==> config.mk <==
export PLATFORM = sky130hd
export DESIGN_NAME = render_fb_writer
export DESIGN_NICKNAME = d
export VERILOG_FILES = /design/src/rtl/render_fb_writer.sv
export SDC_FILE = /design/constraint.sdc
export NUM_CORES = 1
export LEC_CHECK = 0
export CORE_MARGIN = 10
export CORE_UTILIZATION = 40
export DETAILED_ROUTE_END_ITERATION = 16
export GPL_ROUTABILITY_DRIVEN = 0
export PLACE_DENSITY = 0.65
export SKIP_LAST_GASP = 1
export SLEW_MARGIN = 10
export SYNTH_ARGS = -nofsm -noshare
export SYNTH_HDL_FRONTEND = slang
export SYNTH_SLANG_ARGS = --single-unit
==> constraint.sdc <==
create_clock -name aclk -period 5.1 [get_ports aclk]
set_input_delay 0.765 -clock aclk [delete_from_list [all_inputs] [get_ports aclk]]
set_output_delay 0.765 -clock aclk [all_outputs]
set_load 0.02 [all_outputs]
==> src/rtl/render_fb_writer.sv <==
// Renderer pixel-stream sink: window check, RGB888->RGB444, linear framebuffer address.
// Optional macro RENDER_FB_ROUND_EN selects rounded colour conversion instead of truncation.
module render_fb_writer #(
  parameter int unsigned START_X       = 390,
  parameter int unsigned START_Y       = 390,
  parameter int unsigned END_X         = 634,
  parameter int unsigned END_Y         = 765,
  parameter int unsigned REGION_DIVIDE = 530,
  parameter int unsigned COL_SHIFT     = 2,
  parameter int unsigned ADDR_W        = 17
) (
  input  logic              aclk,
  input  logic              aresetn,
  input  logic [23:0]       s_axis_pixel_tdata,
  input  logic [10:0]       s_axis_pixel_hcount,
  input  logic [9:0]        s_axis_pixel_vcount,
  input  logic              s_axis_pixel_tvalid,
  output logic              s_axis_pixel_tready,
  output logic [ADDR_W-1:0] fb_addr,
  output logic [11:0]       fb_din,
  output logic              fb_we,
  input  logic              fb_ready,
  output logic              frame_done,
  output logic [7:0]        frame_count,
  output logic              err_oob
);

  localparam int unsigned Width = END_X - START_X;

  typedef struct packed {
    logic [23:0] data;
    logic [10:0] h;
    logic [9:0]  v;
  } beat_t;

  function automatic logic [3:0] conv_chan(input logic [7:0] c);
`ifdef RENDER_FB_ROUND_EN
    logic [8:0] s;
    s = {1'b0, c} + 9'd8;
    if (s > 9'd255) s = 9'd255;
    return 4'(s >> 4);
`else
    return 4'(c >> 4);
`endif
  endfunction

  // Skid buffer
  beat_t       buf_q [2];
  logic [1:0]  cnt_q, cnt_d;
  logic        tready_q;
  logic        push, pop, adv, wr_idx;
  beat_t       in_beat, head;

  // Stage A / stage B / output register state
  logic              a_valid_q, a_last_q;
  logic [10:0]       a_dx_q;
  logic [9:0]        a_dy_q;
  logic [11:0]       a_rgb_q;
  logic              b_valid_q, b_last_q;
  logic [10:0]       b_dx_q;
  logic [ADDR_W-1:0] b_base_q;
  logic [11:0]       b_rgb_q;
  logic              we_q, out_last_q, done_q, oob_q;
  logic [ADDR_W-1:0] addr_q;
  logic [11:0]       din_q;
  logic [7:0]        fcnt_q;

  // Stage A combinational results
  int          h_i, v_i, dx_i, dy_i;
  logic        in_win, is_last;
  logic [11:0] rgb_d;

  assign s_axis_pixel_tready = tready_q;
  assign fb_we       = we_q;
  assign fb_addr     = addr_q;
  assign fb_din      = din_q;
  assign frame_done  = done_q;
  assign frame_count = fcnt_q;
  assign err_oob     = oob_q;

  assign in_beat = '{data: s_axis_pixel_tdata, h: s_axis_pixel_hcount, v: s_axis_pixel_vcount};
  assign head    = buf_q[0];
  // Whole pipeline advances unless the output register holds an unaccepted write.
  assign adv     = !(we_q && !fb_ready);
  assign push    = s_axis_pixel_tvalid && tready_q;
  assign pop     = (cnt_q != 2'd0) && adv;
  // A push only happens with cnt_q <= 1; a same-cycle pop shifts slot 1 down first.
  assign wr_idx  = !pop && cnt_q[0];

  always_comb begin
    cnt_d = cnt_q;
    if (push && !pop) begin
      cnt_d = cnt_q + 2'd1;
    end else if (pop && !push) begin
      cnt_d = cnt_q - 2'd1;
    end
  end

  always_ff @(posedge aclk or negedge aresetn) begin
    if (!aresetn) begin
      cnt_q    <= 2'd0;
      tready_q <= 1'b0;
      buf_q[0] <= '0;
      buf_q[1] <= '0;
    end else begin
      cnt_q    <= cnt_d;
      tready_q <= (cnt_d < 2'd2);
      if (pop) buf_q[0] <= buf_q[1];
      if (push) buf_q[wr_idx] <= in_beat;
    end
  end

  always_comb begin
    h_i     = int'(head.h);
    v_i     = int'(head.v);
    in_win  = (h_i >= int'(START_X)) && (h_i < int'(END_X)) &&
              (v_i >= int'(START_Y)) && (v_i < int'(END_Y));
    is_last = (h_i == int'(END_X) - 1) && (v_i == int'(END_Y) - 1);
    dx_i    = h_i - int'(START_X) - ((v_i < int'(REGION_DIVIDE)) ? int'(COL_SHIFT) : 0);
    if (dx_i < 0) dx_i = 0;
    dy_i    = v_i - int'(START_Y);
    rgb_d   = {conv_chan(head.data[23:16]), conv_chan(head.data[15:8]),
               conv_chan(head.data[7:0])};
  end

  always_ff @(posedge aclk or negedge aresetn) begin
    if (!aresetn) begin
      a_valid_q <= 1'b0;
      a_last_q  <= 1'b0;
      a_dx_q    <= '0;
      a_dy_q    <= '0;
      a_rgb_q   <= '0;
      oob_q     <= 1'b0;
    end else if (adv) begin
      a_valid_q <= pop && in_win;
      a_last_q  <= is_last;
      a_dx_q    <= 11'(dx_i);
      a_dy_q    <= 10'(dy_i);
      a_rgb_q   <= rgb_d;
      if (pop && !in_win) oob_q <= 1'b1;
    end
  end

  // Stage B registers the row base so the adder into the output register stays short.
  always_ff @(posedge aclk or negedge aresetn) begin
    if (!aresetn) begin
      b_valid_q <= 1'b0;
      b_last_q  <= 1'b0;
      b_dx_q    <= '0;
      b_base_q  <= '0;
      b_rgb_q   <= '0;
    end else if (adv) begin
      b_valid_q <= a_valid_q;
      b_last_q  <= a_last_q;
      b_dx_q    <= a_dx_q;
      b_base_q  <= ADDR_W'(32'(a_dy_q) * Width);
      b_rgb_q   <= a_rgb_q;
    end
  end

  always_ff @(posedge aclk or negedge aresetn) begin
    if (!aresetn) begin
      we_q       <= 1'b0;
      out_last_q <= 1'b0;
      addr_q     <= '0;
      din_q      <= '0;
    end else if (adv) begin
      we_q <= b_valid_q;
      if (b_valid_q) begin
        out_last_q <= b_last_q;
        addr_q     <= b_base_q + ADDR_W'(b_dx_q);
        din_q      <= b_rgb_q;
      end
    end
  end

  always_ff @(posedge aclk or negedge aresetn) begin
    if (!aresetn) begin
      done_q <= 1'b0;
      fcnt_q <= 8'd0;
    end else begin
      done_q <= we_q && fb_ready && out_last_q;
      if (we_q && fb_ready && out_last_q) fcnt_q <= fcnt_q + 8'd1;
    end
  end

endmodule
Yosys cells after proc, flatten, opt, wreduce, memory -nomap -nowiden --
Cells that the tools add are included.
Operators by class: add/sub/neg operators 7, $mul 1, magnitude comparators 9, equality and inequality tests 2, mux-type cells 9, bitwise operators 2, reductions and logical operators 23
Operator list (count):
- 90-bit bitwise mux | 1
- 45-bit two-way mux | 2
- 90-bit two-way mux | 1
- 45-bit demux with 1-bit select | 1
- 10-bit less-than comparator, second input constant | 2
- 17-bit by 11-bit adder with 17-bit output | 1
- 1-bit logical AND | 15
- 10-bit by 6-bit multiplier with 15-bit output, second input constant | 1
- 13-bit by 1-bit less-than comparator with 1-bit output, second input constant | 1
- 12-bit by 3-bit subtractor with 13-bit output | 1
- 11-bit by 9-bit subtractor with 12-bit output, second input constant | 1
- 11-bit equality test, second input constant | 1
- 11-bit by 9-bit >= comparator with 1-bit output, second input constant | 1
- 11-bit by 10-bit less-than comparator with 1-bit output, second input constant | 1
- 11-bit two-way mux | 1
- 10-bit equality test, second input constant | 1
- 10-bit by 9-bit >= comparator with 1-bit output, second input constant | 1
- 10-bit by 9-bit subtractor with 10-bit output, second input constant | 1
- 8-bit by 1-bit adder with 8-bit output, second input constant | 1
- 2-bit two-way mux | 3
- 1-bit logical NOT | 5
- 2-bit AND reduction | 2
- 2-bit by 1-bit adder with 2-bit output, second input constant | 1
- 2-bit >= comparator, second input constant | 1
- other kinds (6) | 6
Storage, ports and cells: flip-flop bits (word level) 209, input port bits 49, output and inout bits 41, logic and storage cells 78

Longest topological paths before layout --
Gate-level depths: netlist of the first run.
word-level depth 13, gate-level depth with buffers 14, gate-level depth less buffers 14

Worst setup path after synthesis of the first run --
Ideal clock, no wire load.
path type reg-to-reg, start point register a_dy_q[1], end point register b_base_q[16], setup time 127 ps, data arrival time 3401 ps, data required time 4973 ps, path slack 1573 ps, stages on the path, launching flop included 15, path buffers 0, period minus slack after synthesis 3527 ps, cell sequence dfrtp_1 -> inv_1 -> fa_1 -> inv_1 -> fa_1 -> inv_1 -> fa_1 -> inv_1 -> ha_1 -> nor2b_1 -> o21ai_0 -> a21oi_1 -> o221ai_1 -> mux2i_1 -> nand3_1
Between the ends: cells in the longest elaborated chain, start to end 1
RTL lines:
- from (decl) | line 57 | logic [9:0] a_dy_q;
- from (signal assigned) | line 138 | a_dy_q <= 10'(dy_i);
- 10-bit by 6-bit multiplier with 15-bit output | line 156 | b_base_q <= ADDR_W'(32'(a_dy_q) * Width);
- to (signal assigned) | line 156
- to (decl) | line 61 | logic [ADDR_W-1:0] b_base_q;
Every way passes these cells. A chain may end at the register's enable or synchronous reset.

Worst setup path after layout of the first run --
Ends and elaborated chain as after synthesis.

==> flow_summary.ini, run 1 <==
[die]
io_pins = 90
core_area_um2 = 24180
die-area_um2 = 31060
rows = 57
die_x_um = 176.2
die_h_um = 176.2
start_util = 0.4039

[logic_synthesis]
syn-num-nets = 1083
avgSynthCellArea_um2 = 10.14
async_reset_ff_frac = 1.000
synth_top_flop_cell = dfrtp_1
ys_types = 58
synth_area_leaders = dfrtp_1, nand2_1, ha_1, mux2_2, fa_1
synth_cells = 963
yosysTopAreaCell = dfrtp_1
ys_seq_area_frac = 0.4741
yosysWarnings = 0
synth_top_area_frac = 0.4741
synth_edf_count = 0
ys_ff_latch = 185
synthesis.area_um2 = 9764

[grt]
grt_usage = 0.1300
gr-usage-met3 = 0.03054
grt_overflow_total = 0
busiest_layer = met2
antenna_found_initial = 0
first_global_vias = 6566
grt_max_degree = 126
grtUsageMet1 = 0.1811
grt_pass1_wl_um = 33300
use_met2 = 0.1953

[critical_path]
r2r_setup_slack_ns = 1.35
cp-start-kind = register
r2r-end = b_base_q[16]
endpoint = b_base_q[16]
slowest_stage = fa_1
worst_path_largest_cell_delay_ns = 0.54
crit_type = reg2reg
arrival_ns = 4.08
worst-path-max-fanout = 5
cp_cell_sequence = inv_1 > fa_1 > inv_1 > fa_1 > inv_1 > fa_1 > inv_1 > ha_1 > nor2b_1 > o21ai_0 > a21oi_1 > o221ai_1 > mux2i_1 > nand3_1
worstSetupStartpoint = a_dy_q[1]
worstPathRequired_ns = 5.43
critPathCaptureType = register
rr_startpoint = a_dy_q[1]
cp_common_cell = inv_1
r2r_cells = 14

[clock_network]
ctsResizeCount = 0
postCtsHoldBufs = 0
cts-htree-levels = 4
cts_buffers = 17
numClockSinks = 185
cts_buffer_depth = 2
cts_tree = built
post_cts_buffers = 0
clk_latency_ns = 0.44
cts-root-buf = clkbuf_16
clk_pin_slew_ns = 0.08

[drt]
drt-total-wl_um = 19260
drtIter0Drc = 395
drc = 0
detail_route.wl_per_cell_um = 14.18
ant_nets = 0
via_per_inst = 4.859
drt_pass1_iterations = 4
vias = 6598

[sta]
fin_worst_skew_ns = 0.01069
period_needed_ns = 3.753
max_freq_mhz = 266.5
maxSlewHeadroom = 0.3383
setup_viol = 0
period_share = 0.7358
final.setup.tns_ns = 0
rsz0062_at_grt = false
slew_viol_final = 0
hold_viol_final = 0
tightest_slew_ns = 0.9926

[final_layout]
fin_nets = 1141
fin_cells = 1358
n_antenna_cell = 0
area_delta_synth_final_pct = 16.89
drive_above_1_share = 0.09961

[placement]
io_buffers = 77
placed_cells = 1326
hpwl_um = 13660

[flow_run]
cap_viol_max_count = 0

[min_path]
hp-class = in2async

[outcome]
run_status = finished clean
metal layers:
metal	up-vias	share of wire	routed length (µm)
li1	3359	-	-
met1	3142	0.50	9632
met2	83	0.45	8598
met3	14	0.040	773
met4	0	0.013	251
met5	-	0	0
area by class of cell:
class,instances,area [µm²]
flip-flops and latches,185,4629
inverters,70,262.8
clock buffers,18,439.2
repair buffers,85,834.6
multi-input cells,662,4695
well taps,324,405.4
clock inverters,14,147.6
fillers,2207,12760
cells by family after synthesis:
kind of cell | Yosys count | synth area share
muxes | 84 | 0.09252
buffers and inverters | 116 | 0.04728
xor gates and xnor gates | 45 | 0.04036
DFF | 185 | 0.4741
and+or+nand+nor | 305 | 0.1369
adders and majority gates | 71 | 0.1102
AOI/OAI and AO/OA | 157 | 0.09867
worst min-delay path by stage:
stage / startpoint / end / slack [ns] / cells after the start
2_1_floorplan: b_dx_q[0] / b_dx_q[0] / 0.43 / 2
3_3_place_gp: a_rgb_q[5] / a_rgb_q[5] / 0.45 / 2
3_5_place_dp: b_rgb_q[6] / b_rgb_q[6] / 0.45 / 2
4_1_cts: a_rgb_q[6] / b_rgb_q[6] / 0.47 / 2
5_1_grt: frame_count[7] / frame_count[7] / 0.48 / 1
6_report: aresetn / frame_count[7] / 0.45 / 1
cells in the final DEF, fill, tap and decap left out, types with 7 or more instances in the layout:
cell	Yosys	layout
clkdlybuf4s50_1	0	76
nand2b_1	12	11
fa_1	25	25
xor2_1	14	14
o21ai_1	10	9
clkbuf_16	0	17
xnor2_1	31	31
mux2_2	50	50
o21ai_0	34	34
buf_4	0	8
nand4_1	12	12
nor2_1	63	63
a21oi_1	60	60
a211oi_1	9	9
dfrtp_1	185	185
mux2i_1	34	34
nand2_1	173	173
inv_1	69	69
o21a_1	7	7
ha_1	46	46
nor3_1	8	8
per-stage QoR:
stage	hold slack (ns)	setup WS, ns	area, µm²	utilization
after floorplan	0.4348	1.573	9764	-
after global placement	0.4489	1.363	10830	0.4478
after detailed placement	0.4546	1.332	10830	0.4478
after CTS	0.4718	1.321	11410	0.4721
after global routing	0.4845	0.9900	11410	0.4721
final	0.4453	1.347	11410	0.4721
cell usage after synthesis (all sizes together) (3+ instances only):
| master | instances |
|---|---|
| nor2 | 63 |
| xor2 | 14 |
| mux2 | 50 |
| nand3 | 6 |
| xnor2 | 31 |
| fa | 25 |
| buf | 17 |
| inv | 70 |
| o21ai | 46 |
| o31a | 3 |
| nor3 | 9 |
| clkbuf | 29 |
| mux2i | 34 |
| a211oi | 9 |
| nor2b | 7 |
| and3 | 5 |
| o21a | 7 |
| dfrtp | 185 |
| ha | 46 |
| a21o | 4 |
| nand2 | 173 |
| a21oi | 60 |
| nand3b | 3 |
| nand2b | 12 |
| nor4 | 5 |
| o31ai | 6 |
| nand4 | 12 |
worst max-delay path: cells and delay by family (launching register included):
kind            cells  cell delay, ns
compound gates      3            0.59
fa+ha+maj           4            1.93
buf+inv             4            0.26
flops               1            0.45
mux                 1            0.20
simple gates        2            0.22
Power of run 1 is left out: the tool's default activity adds up to more than one toggle a clock period on the data nets, which glitch-free logic cannot reach.
==> inputs of run 2 (changes only) <==
==> constraint.sdc (replaced) <==
create_clock -name aclk -period 3.6 [get_ports aclk]
set_input_delay 0.54 -clock aclk [delete_from_list [all_inputs] [get_ports aclk]]
set_output_delay 0.54 -clock aclk [all_outputs]
set_load 0.02 [all_outputs]
==> flow_summary.ini, run 2 (synthesis results as in run 1) <==
[outcome]
run_status = finished clean

[clock_network]
cts_tree = built
numClockSinks = 185
cts-htree-levels = 4
clk_latency_ns = 0.43
cts_buffer_depth = 2
clk_pin_slew_ns = 0.07
postCtsHoldBufs = 0
post_cts_buffers = 0
cts-root-buf = clkbuf_16
cts_buffers = 17

[final_layout]
drive_above_1_share = 0.1237
n_antenna_cell = 0
fin_util = 0.4816
mostFrequentLayoutCell = dfrtp_1
fin_cells = 1375
fin_nets = 1159
area_delta_synth_final_pct = 19.23
mostFrequentLayoutCells = dfrtp_1, nand2_1, clkdlybuf4s50_1, inv_1, nor2_1

[critical_path]
arrival_ns = 3.73
r2r_cells = 14
rr_startpoint = a_dy_q[1]
worstPathRequired_ns = 3.92
r2r_setup_slack_ns = 0.19
r2r-end = b_base_q[16]
cp-start-kind = register
crit_type = reg2reg
worst-path-max-fanout = 3
critPathCaptureType = register

[placement]
hpwl_um = 13720
io_buffers = 77
placed_cells = 1344

[sta]
slew_viol_final = 0
period_share = 0.9480
period_needed_ns = 3.413
final.setup.tns_ns = 0
hold_viol_final = 0
hold_slack_ns = 0.1828
tightest_slew_ns = 0.8411
setup_viol = 0
maxSlewHeadroom = 0.4322
max_freq_mhz = 293.0
fin_worst_skew_ns = 0.01396

[die]
io_pins = 90
rows = 57
start_util = 0.4039
die_h_um = 176.2
die_x_um = 176.2
die-area_um2 = 31060
core_area_um2 = 24180

[drt]
via_per_inst = 4.864
drtIter0Drc = 418
drt_pass1_iterations = 4
drt-total-wl_um = 19300
drc = 0
vias = 6688
detail_route.wl_per_cell_um = 14.03
ant_nets = 0

[grt]
grt_pass1_wl_um = 32940
grt_overflow_total = 0
grt_usage = 0.1280
grt_max_degree = 98
first_global_vias = 6403
antenna_found_initial = 0

[min_path]
hp-class = in2async

[flow_run]
cap_viol_max_count = 0
-- run 2: stage by stage --
stage,setup WS [ns],cell area [µm²]
after floorplan,0.07251,9764
after global placement,0.03489,10970
after detailed placement,0.01397,10970
after CTS,0.01058,11590
after global routing,-0.02266,11640
final,0.1872,11640
-- run 2: what timing repair did --
action	CTS	global route
endpoints found under the setup margin	0	5
endpoints found under the hold margin	0	0
resized for setup	0	14
-- run 2: worst max-delay path by stage --
stage,start,to,slack (ns),cells after the start
2_1_floorplan,a_dy_q[1],b_base_q[16],0.07,14
3_3_place_gp,a_dy_q[1],b_base_q[16],0.03,14
5_1_grt,a_dy_q[1],b_base_q[14],-0.02,14
3_5_place_dp,a_dy_q[1],b_base_q[16],0.01,12
4_1_cts,a_dy_q[1],b_base_q[16],0.01,12
6_report,a_dy_q[1],b_base_q[16],0.19,14
-- run 2: layout make-up --
cell class / instances / area [µm²]
fillers: 2236 / 12530
clock buffers: 18 / 439.2
inverters: 70 / 262.8
multi-input cells: 662 / 4743
well taps: 324 / 405.4
flip-flops and latches: 185 / 4629
repair buffers: 103 / 982.2
clock inverters: 13 / 180.2
-- run 2: routing by layer --
| metal | wire length (µm) | track usage | share of wire | vias to the layer above |
|---|---|---|---|---|
| li1 | - | - | - | 3391 |
| met1 | 9728 | 0.1845 | 0.50 | 3167 |
| met2 | 8496 | 0.1877 | 0.44 | 110 |
| met3 | 826 | 0.02947 | 0.043 | 20 |
| met4 | 245 | 0.03674 | 0.013 | 0 |
| met5 | 0 | 0 | 0 | - |
-- run 2: worst max-delay path: stages, from the launching register on --
cell and delay (ns):
dfrtp_1 0.34, inv_1 0.07, fa_1 0.53, inv_1 0.05, fa_1 0.53, inv_1 0.06
fa_1 0.53, inv_1 0.04, ha_1 0.30, nor2b_1 0.15, o21ai_2 0.15, a21oi_2 0.11
o221ai_2 0.18, mux2i_1 0.20, nand3_1 0.08
Power of run 2 is left out for the same reason.
